`config.mk`:
```
export PLATFORM = sky130hd
export DESIGN_NAME = dsp_op_sequencer
export DESIGN_NICKNAME = d
export VERILOG_FILES = /design/src/rtl/dsp_op_sequencer_pkg.sv /design/src/rtl/dsp_op_sequencer_sync_fifo.sv /design/src/rtl/dsp_op_sequencer.sv
export SDC_FILE = /design/constraint.sdc
export NUM_CORES = 1
export LEC_CHECK = 0
export BUFFER_PORTS_ARGS = -buffer_cell sky130_fd_sc_hd__buf_4
export CORE_MARGIN = 2
export CORE_UTILIZATION = 35
export DETAILED_ROUTE_END_ITERATION = 10
export MAX_ROUTING_LAYER = met4
export PLACE_DENSITY_LB_ADDON = 0.3
export SYNTH_ARGS = -nofsm -noshare
export SYNTH_HDL_FRONTEND = slang
export SYNTH_HIERARCHICAL = 1
export SYNTH_SLANG_ARGS = --single-unit
```
`constraint.sdc`:
```
create_clock -name clk -period 2.5 [get_ports clk]
set_input_delay 0.5 -clock clk [delete_from_list [all_inputs] [get_ports clk]]
set_output_delay 0.5 -clock clk [all_outputs]
set_load 0.005 [all_outputs]
```
`src/rtl/dsp_op_sequencer_pkg.sv`:
```
// Shared encodings for the DSP operation sequencer: mode codes, FSM states
// and the number of DSP issue cycles each mode occupies.
package dsp_op_sequencer_pkg;

  localparam logic [1:0] MODE_HALF    = 2'd0;
  localparam logic [1:0] MODE_WIDE_B  = 2'd1;
  localparam logic [1:0] MODE_FULL    = 2'd2;
  localparam logic [1:0] MODE_ILLEGAL = 2'd3;

  typedef enum logic {
    ST_IDLE  = 1'b0,
    ST_ISSUE = 1'b1
  } state_e;

  // Illegal mode occupies no DSP cycles.
  function automatic logic [2:0] mode_cycles(input logic [1:0] mode);
    case (mode)
      MODE_HALF:   return 3'd1;
      MODE_WIDE_B: return 3'd2;
      MODE_FULL:   return 3'd4;
      default:     return 3'd0;
    endcase
  endfunction

endpackage

```
`src/rtl/dsp_op_sequencer_sync_fifo.sv`:
```
// Result FIFO: array storage with a registered read into an output stage, so a
// pushed word becomes visible one edge after the push.
module sync_fifo #(
  parameter int WIDTH = 32,
  parameter int DEPTH = 2
) (
  input  logic                         clk,
  input  logic                         reset,
  input  logic                         push_i,
  input  logic [WIDTH-1:0]             push_data_i,
  input  logic                         pop_i,
  output logic                         pop_valid_o,
  output logic [WIDTH-1:0]             pop_data_o,
  output logic [$clog2(DEPTH+1)-1:0]   count_o
);

  localparam int AW = (DEPTH > 1) ? $clog2(DEPTH) : 1;
  localparam int CW = $clog2(DEPTH + 1);

  logic [WIDTH-1:0] mem_q [DEPTH];
  logic [AW-1:0]    wr_ptr_q, rd_ptr_q;
  logic [CW-1:0]    mem_cnt_q, count_q;
  logic [WIDTH-1:0] out_q;
  logic             out_vld_q;
  logic             pop_eff, load;

  function automatic logic [AW-1:0] ptr_inc(input logic [AW-1:0] p);
    return (p == AW'(DEPTH - 1)) ? '0 : p + 1'b1;
  endfunction

  assign pop_eff = pop_i & out_vld_q;
  // Refill the output stage whenever it is empty or being drained this edge.
  assign load    = (mem_cnt_q != '0) && (!out_vld_q || pop_eff);

  always_ff @(posedge clk) begin
    if (push_i) mem_q[wr_ptr_q] <= push_data_i;
  end

  always_ff @(posedge clk) begin
    if (reset) begin
      wr_ptr_q  <= '0;
      rd_ptr_q  <= '0;
      mem_cnt_q <= '0;
      count_q   <= '0;
      out_q     <= '0;
      out_vld_q <= 1'b0;
    end else begin
      if (push_i) wr_ptr_q <= ptr_inc(wr_ptr_q);
      if (load) begin
        rd_ptr_q  <= ptr_inc(rd_ptr_q);
        out_q     <= mem_q[rd_ptr_q];
        out_vld_q <= 1'b1;
      end else if (pop_eff) begin
        out_vld_q <= 1'b0;
      end
      mem_cnt_q <= mem_cnt_q + CW'(push_i) - CW'(load);
      count_q   <= count_q + CW'(push_i) - CW'(pop_eff);
    end
  end

  assign pop_valid_o = out_vld_q;
  assign pop_data_o  = out_vld_q ? out_q : '0;
  assign count_o     = count_q;

endmodule

```
`src/rtl/dsp_op_sequencer.sv`:
```
// Initiator-side sequencer for the DSP multiply/MAC datapath: issues operand
// bursts, captures dsp_out at the configured latency and queues results.
module dsp_op_sequencer
  import dsp_op_sequencer_pkg::*;
#(
  parameter int N         = 16,
  parameter int M         = 16,
  parameter int ADD_LAT   = 0,
  parameter int RES_DEPTH = 2
) (
  input  logic           clk,
  input  logic           reset,
  input  logic           req_valid,
  output logic           req_ready,
  input  logic [N-1:0]   req_a,
  input  logic [M-1:0]   req_b,
  input  logic [N+M-1:0] req_c,
  input  logic [1:0]     req_mode,
  input  logic           req_mac,
  input  logic [1:0]     req_shift,
  output logic           res_valid,
  input  logic           res_ready,
  output logic [N+M-1:0] res_data,
  output logic           dsp_start,
  output logic [N-1:0]   dsp_aa,
  output logic [M-1:0]   dsp_bb,
  output logic [N+M-1:0] dsp_cc,
  output logic [1:0]     dsp_mode,
  output logic           dsp_mac,
  output logic [1:0]     dsp_barrel_shifter,
  input  logic [N+M-1:0] dsp_out,
  output logic           busy,
  output logic           err_mode
);

  localparam int CW = $clog2(RES_DEPTH + 1);

  state_e         state_q, state_d;
  logic [1:0]     cnt_q, cnt_d;
  logic [CW-1:0]  inflight_q, fifo_count;
  logic [CW:0]    need;
  logic           accept, legal, issue_last, credit_ok, push, pop;
  logic           start_q, err_q;

  assign issue_last = (state_q == ST_ISSUE) && (cnt_q == 2'd0);
  // Credits are checked against the registered count only; this edge's pop
  // is ignored so res_ready never reaches req_ready combinationally.
  assign need       = {1'b0, fifo_count} + {1'b0, inflight_q} + (CW+1)'(1);
  assign credit_ok  = need <= (CW+1)'(RES_DEPTH);
  assign req_ready  = !reset && ((state_q == ST_IDLE) || issue_last) && credit_ok;
  assign accept     = req_valid & req_ready;
  assign legal      = accept && (req_mode != MODE_ILLEGAL);

  always_comb begin
    state_d = state_q;
    cnt_d   = cnt_q;
    if (state_q == ST_ISSUE) begin
      cnt_d = cnt_q - 2'd1;
      if (cnt_q == 2'd0) begin
        state_d = ST_IDLE;
        cnt_d   = 2'd0;
      end
    end
    if (legal) begin
      state_d = ST_ISSUE;
      cnt_d   = 2'(mode_cycles(req_mode) - 3'd1);
    end
  end

  always_ff @(posedge clk) begin
    if (reset) begin
      state_q            <= ST_IDLE;
      cnt_q              <= 2'd0;
      start_q            <= 1'b0;
      err_q              <= 1'b0;
      dsp_aa             <= '0;
      dsp_bb             <= '0;
      dsp_cc             <= '0;
      dsp_mode           <= 2'd0;
      dsp_mac            <= 1'b0;
      dsp_barrel_shifter <= 2'd0;
      inflight_q         <= '0;
    end else begin
      state_q    <= state_d;
      cnt_q      <= cnt_d;
      start_q    <= legal;
      err_q      <= accept && (req_mode == MODE_ILLEGAL);
      inflight_q <= inflight_q + CW'(legal) - CW'(push);
      if (legal) begin
        dsp_aa             <= req_a;
        dsp_bb             <= req_b;
        dsp_cc             <= req_mac ? '0 : req_c;
        dsp_mode           <= req_mode;
        dsp_mac            <= req_mac;
        dsp_barrel_shifter <= req_shift;
      end
    end
  end

  // Capture strobe follows the last issue cycle through the adder pipe depth.
  if (ADD_LAT == 0) begin : g_direct
    assign push = issue_last;
  end else begin : g_delay
    logic [ADD_LAT-1:0] dly_q;
    for (genvar gi = 0; gi < ADD_LAT; gi++) begin : g_stage
      logic stage_in;
      if (gi == 0) begin : g_first
        assign stage_in = issue_last;
      end else begin : g_next
        assign stage_in = dly_q[gi-1];
      end
      always_ff @(posedge clk) begin
        if (reset) dly_q[gi] <= 1'b0;
        else       dly_q[gi] <= stage_in;
      end
    end
    assign push = dly_q[ADD_LAT-1];
  end

  assign pop = res_valid & res_ready;

  sync_fifo #(
    .WIDTH(N + M),
    .DEPTH(RES_DEPTH)
  ) u_res_fifo (
    .clk        (clk),
    .reset      (reset),
    .push_i     (push),
    .push_data_i(dsp_out),
    .pop_i      (pop),
    .pop_valid_o(res_valid),
    .pop_data_o (res_data),
    .count_o    (fifo_count)
  );

  assign dsp_start = start_q;
  assign err_mode  = err_q;
  assign busy      = (state_q == ST_ISSUE) || (inflight_q != '0) || (fifo_count != '0);

endmodule
```
==> reports/metrics.csv, run 1 <==
metric;value;unit
status;finished, final reports clean;
Hold Crit Class;in -> reg;
Synth top area share;31.8;%
clock slew at reported path FFs;70;ps
vias in the first global route;5271;
flop and latch count out of synthesis;179;
Worst-Margin Slew;624;ps
DRC viols;0;
ANT cells;0;
largest net degree at the start of global routing;113;
GRT met3 Usage;5.74;%
fin. max-slew vios;0;
grt met2 use;25.5;%
PortBufs;210;
critical setup path kind;reg -> out;
Final Instance Area;9570;um2
part of the power in registers;40.7;%
grt ovf;0;
area taken by flip-flops and latches;4230;um2
combinational share of power;33.4;%
H-tree depth;4;
first-pass GRT wire length;26900;um
power per cell area;1040;nW/um2
Vias;5245;
dpl cells;1074;
Max clock buf depth;2;
FP Rows;52;
ranking of synthesized cells by area;dfxtp_1 (32%), edfxtp_1 (27%), nand2_1 (5.4%);
Setup crit end kind;primary output;
# fillers;1917;
clock power share;25.9;%
DP Area;8980;um2
Max-Cap Viols;0;
WP data arrival;1880;ps
Cells after Synth;628;
mapped cell area;7230;um2
nets@finish;937;
Max VDD drop;0.000505;V
Sw Ratio;33.3;%
sequential area share after synthesis;58.4;%
Die ar.;21800;um2
headroom to the max-slew limit;58.4;%
CTS Root Cell;clkbuf_16;
DP Worst Slack;95.2;ps
CTS Hold Bufs;0;
die outline height;148;um
final std cells w/o fill;1107;
Area Overhead vs Synth;32.4;%
met1 Use GR;19.6;%
multi-input logic area;2600;um2
Setup Skew;9.02;ps
final WL;16900;um
NetSw;0.00332;W
Die X-Extent;148;um
GRT Util Overall;16.1;%
Syn Nets;741;
crit-path max FO;3;
TNS Setup;0;ps
library cells used by synthesis;39;
Critical Path RT;2000;ps
clock sinks;179;
Leakage;3.72;nW
core area;20200;um2
Initial Utilization;35.7;%
Ports;211;
WL/cell;15.3;um
Synth area leader;dfxtp_1;
type of origin of the critical path;flip-flop;
YS warnings;6;
clock latency at the later pin of the worst-skew pair;420;ps
Initial DRC Count;188;
final hold violations;0;
syn avg cell area;11.5;um2
Post-DRT Antenna Nets;0;
CTS tree;done;
DR vias/cell;4.74;
min Tclk post-route;2380;ps
setup repair after global routing missed its margin;true;
GRT busiest layer;met2;
worst setup margin;116;ps
f_max;419;MHz
DRT Pass-1 Iters;6;
Placer Congestion;0.730;
period utilisation layout;95.4;%
initial antenna violation count;0;
Int Pwr;0.00665;W
Final setup viols;0;
HPWL Detailed;11000;um
TritonCTS Buffers;17;
share of cells above drive strength 1;39.8;%
per-layer routing:
metal | wire, um | vias to the layer above
li1 | - | 2572
met1 | 7440 | 2484
met2 | 7920 | 178
met3 | 1410 | 11
met4 | 153 | 0
met5 | 0 | -
power by group through the flow:
stage / registers, W / clock network [W] / logic (W)
floorplan: 0.00402 / 0 / 0.00244
global placement: 0.00410 / 0 / 0.00333
detailed placement: 0.00413 / 0 / 0.00335
CTS: 0.00406 / 0.00268 / 0.00336
global route: 0.00414 / 0.00280 / 0.00369
finish: 0.00406 / 0.00259 / 0.00333
timing repair:
| action | 4_1_cts | 5_1_grt |
|---|---|---|
| setup endpoints to repair | 0 | 3 |
| resized for setup | 0 | 3 |
| setup buffers | 0 | 1 |
state kept, by name, summed over array words and instances (netlist names), 2 cells and up:
name and flops:
cnt_q 2, dsp_aa 16, dsp_barrel_shifter 2, dsp_bb 16
dsp_cc 32, dsp_mode 2, inflight_q 2, u_res_fifo/count_o 2
u_res_fifo/mem_cnt_q 2, u_res_fifo/mem_q 64, u_res_fifo/out_q 32
final timing paths:
path                 startpoint  depth (start not counted)                 endpoint  slack [ps]
setup / recovery  inflight_q[0]                          7                req_ready         120
hold / removal      dsp_out[24]                          1  u_res_fifo/mem_q[1][24]         260
setup reg to reg  inflight_q[0]                         12            inflight_q[1]         140
hold reg to reg      dsp_cc[17]                          2               dsp_cc[17]         450
cell usage after synthesis (all sizes together):
| library cell | number |
|---|---|
| or2 | 1 |
| nor2 | 12 |
| ha | 7 |
| buf | 32 |
| nor4 | 2 |
| and2b | 1 |
| a2bb2oi | 1 |
| clkbuf | 16 |
| mux2i | 32 |
| nand3b | 32 |
| and4 | 1 |
| nand4 | 1 |
| xor2 | 3 |
| clkinv | 1 |
| dfxtp | 115 |
| or3 | 1 |
| a21boi | 1 |
| a21oi | 102 |
| nand2b | 3 |
| nand2 | 104 |
| nor2b | 4 |
| fa | 1 |
| o21ai | 3 |
| inv | 11 |
| edfxtp | 64 |
| and2 | 36 |
| o221a | 2 |
| nor3 | 2 |
| xnor2 | 3 |
| and3 | 1 |
| a211oi | 33 |
cell type report:
class / count / area share [%]
Sequential cell: 179 / 44.2
Multi-Input combinational cell: 389 / 27.2
Timing Repair Buffer: 225 / 18.6
Clock buffer: 17 / 4.44
Tap cell: 270 / 3.53
Clock inverter: 15 / 1.59
Inverter: 12 / 0.523
per-stage QoR:
stage / hold WS (ps) / utilization, % / power (W)
finish: 259 / 47.3 / 0.00997
global route: 229 / 47.3 / 0.0106
CTS: 238 / 47.2 / 0.0101
detailed placement: 445 / 44.4 / 0.00747
global placement: 438 / 44.4 / 0.00743
floorplan: 448 / - / 0.00646
critical path: stages, from the launching register on:
cell	delay (ps)
dfxtp_2	340
inv_1	50
ha_1	190
inv_1	60
fa_1	410
nand2b_1	120
and3_4	190
buf_4	110
layout by cell type (no fill, tap or decap), types with 2 or more instances in the layout:
| cell | Yosys | layout |
|---|---|---|
| and2_1 | 36 | 35 |
| buf_4 | 15 | 218 |
| clkinv_4 | 1 | 4 |
| a211oi_1 | 2 | 2 |
| buf_12 | 3 | 7 |
| nor2_1 | 10 | 10 |
| clkinvlp_4 | 0 | 3 |
| clkbuf_16 | 0 | 17 |
| nor3_1 | 2 | 2 |
| ha_1 | 7 | 7 |
| a211oi_2 | 31 | 31 |
| dfxtp_1 | 115 | 112 |
| mux2i_1 | 32 | 32 |
| o21ai_0 | 2 | 2 |
| xnor2_1 | 3 | 3 |
| xor2_1 | 3 | 3 |
| inv_1 | 11 | 11 |
| inv_8 | 0 | 2 |
| nand2b_1 | 3 | 2 |
| nand3b_1 | 32 | 32 |
| a21oi_1 | 72 | 72 |
| inv_6 | 0 | 3 |
| edfxtp_1 | 64 | 64 |
| nand2_1 | 104 | 104 |
| a21oi_2 | 30 | 30 |
| dfxtp_2 | 0 | 3 |
| o221a_2 | 2 | 2 |
| nor2b_1 | 4 | 3 |
| nor4_1 | 2 | 2 |
cells by family after synthesis:
family                     after synthesis  synth area share (%)
AOI/OAI and AO/OA                      142                  15.0
xor gates and xnor gates                 6                 0.727
adders and majority gates                8                  1.49
buffers and inverters                   60                  5.83
DFF                                    179                  58.4
muxes                                   32                  4.43
and+or+nand+nor                        201                  14.1
(Power assumes the default switching activity.)
==> run 2: changes to the inputs <==
--- a/config.mk
+++ b/config.mk
@@ -10,7 +10,8 @@
 export CORE_UTILIZATION = 35
 export DETAILED_ROUTE_END_ITERATION = 10
 export MAX_ROUTING_LAYER = met4
-export PLACE_DENSITY_LB_ADDON = 0.3
+export PLACE_DENSITY_LB_ADDON = 0.25
+export RECOVER_POWER = 25
 export SYNTH_ARGS = -nofsm -noshare
 export SYNTH_HDL_FRONTEND = slang
 export SYNTH_HIERARCHICAL = 1
==> run 2 against run 1 <==
Against the previous run: largest power group unchanged; largest cell class unchanged; combinational power shrank 3%; non-clock buffer count decreased by 1; critical path depth unchanged.
==> reports/metrics.csv, run 2 (same netlist as run 1, synthesis figures left out) <==
metric;value;unit
status;finished, final reports clean;
largest net degree at the start of global routing;113;
Worst path depth;7;
period utilisation layout;94.4;%
Max-Cap Viols;0;
vias in the first global route;5177;
f_max;424;MHz
DRT Pass-1 Iters;4;
Leakage;3.59;nW
DR vias/cell;4.67;
crit-path cells;inv_1 > ha_1 > inv_1 > fa_1 > nand2b_1 > and3_4 > buf_4;
postcts setup bufs;0;
CTS Hold Bufs;0;
crit-path max FO;3;
most frequent cells in the layout;buf_4 (165), dfxtp_1 (114), nand2_1 (104), a21oi_1 (72), edfxtp_1 (64);
CTS Root Cell;clkbuf_16;
clock latency at the later pin of the worst-skew pair;420;ps
Largest register FFs;64;
share of cells above drive strength 1;36.7;%
Setup crit end kind;primary output;
worst reg2reg path depth;11;
FP Rows;52;
Hold Crit Class;in -> reg;
Worst-Margin Slew;1280;ps
commonest non-fill, non-tap cell in the layout;buf_4;
Ports;211;
clock slew at reported path FFs;70;ps
Post-DRT Antenna Nets;0;
nets@finish;936;
Hold Path Cell Cnt;1;
fin. max-slew vios;0;
Initial Utilization;35.7;%
HPWL Detailed;10800;um
Max VDD drop;0.000512;V
Setup Skew;12.1;ps
Top reg by flops;u_res_fifo/mem_q;
Area Overhead vs Synth;30.6;%
Hold Slack;287;ps
initial antenna violation count;0;
CP bufs+invs;3;
Post-CTS Resized;0;
core area;20200;um2
CTS tree;done;
die outline height;148;um
Max clock buf depth;2;
delay-heaviest family, CP;adder cells;
headroom to the max-slew limit;14.5;%
Critical Path RT;2000;ps
Final setup viols;0;
first-pass GRT wire length;26600;um
PortBufs;210;
final WL;16800;um
WP data arrival;1860;ps
largest registers;u_res_fifo/mem_q x64, dsp_cc x32, u_res_fifo/out_q x32;
min Tclk post-route;2360;ps
grt ovf;0;
Crit path largest cell delay;400;ps
GRT Util Overall;15.9;%
WL/cell;15.2;um
power per cell area;1040;nW/um2
Vias;5166;
H-tree depth;4;
Initial DRC Count;170;
DRC viols;0;
type of origin of the critical path;flip-flop;
final hold violations;0;
Die ar.;21800;um2
Die X-Extent;148;um
ANT cells;0;
setup repair after global routing missed its margin;false;
Placer Congestion;0.729;
clock sinks;179;
critical setup path kind;reg -> out;
slowest stage cell on the critical path;fa_1;
Critical Path Most Common Cell;inv_1;
TNS Setup;0;ps
TritonCTS Buffers;17;
==> run 2: cell count changes in the layout (fill, tap and decap cells not counted), moves of 2 or more <==
cell,delta
clkinvlp_4,+2
dfxtp_1,+2
clkbuf_4,+32
clkbuf_1,+23
buf_4,-53
dfxtp_2,-2
==> run 2: area by class of cell <==
| type | instances | area [um2] |
|---|---|---|
| Fill cell | 1926 | 10800 |
| Sequential cell | 179 | 4230 |
| Multi-Input combinational cell | 389 | 2600 |
| Timing Repair Buffer | 224 | 1680 |
| Clock buffer | 19 | 433 |
| Tap cell | 270 | 338 |
| Clock inverter | 13 | 120 |
| Inverter | 12 | 50.0 |
==> run 2: through the flow <==
step	setup WS [ps]	util [%]	total power, W	std cells	cell area (um2)
2_1_floorplan	74.1	-	0.00646	628	7230
3_3_place_gp	164	44.3	0.00741	1074	8970
3_5_place_dp	138	44.3	0.00742	1074	8970
4_1_cts	75.7	47.1	0.00996	1106	9520
5_1_grt	7.38	46.7	0.0104	1106	9440
6_report	139	46.7	0.00978	1106	9440
==> run 2: routing by layer <==
layer	GRT usage (%)	routed length [um]	part of all wire (%)
met4	3.89	158	0.94
met2	24.3	7610	45
met3	6.11	1360	8.1
met5	-	0	0
met1	20.1	7630	46
==> run 2: path summary, 6_finish.rpt <==
path,from,slack [ps],end
worst max-delay path,inflight_q[0],140,req_ready
worst min-delay path,dsp_out[2],290,u_res_fifo/mem_q[0][2]
worst max register to register,inflight_q[0],160,inflight_q[0]
worst min register to register,dsp_cc[14],450,dsp_cc[14]
==> run 2: report_power, final <==
part,internal [W],switching [W]
sequential,0.00367,0.000387
clock,0.00131,0.00119
combinational,0.00150,0.00172
total,0.00648,0.00330
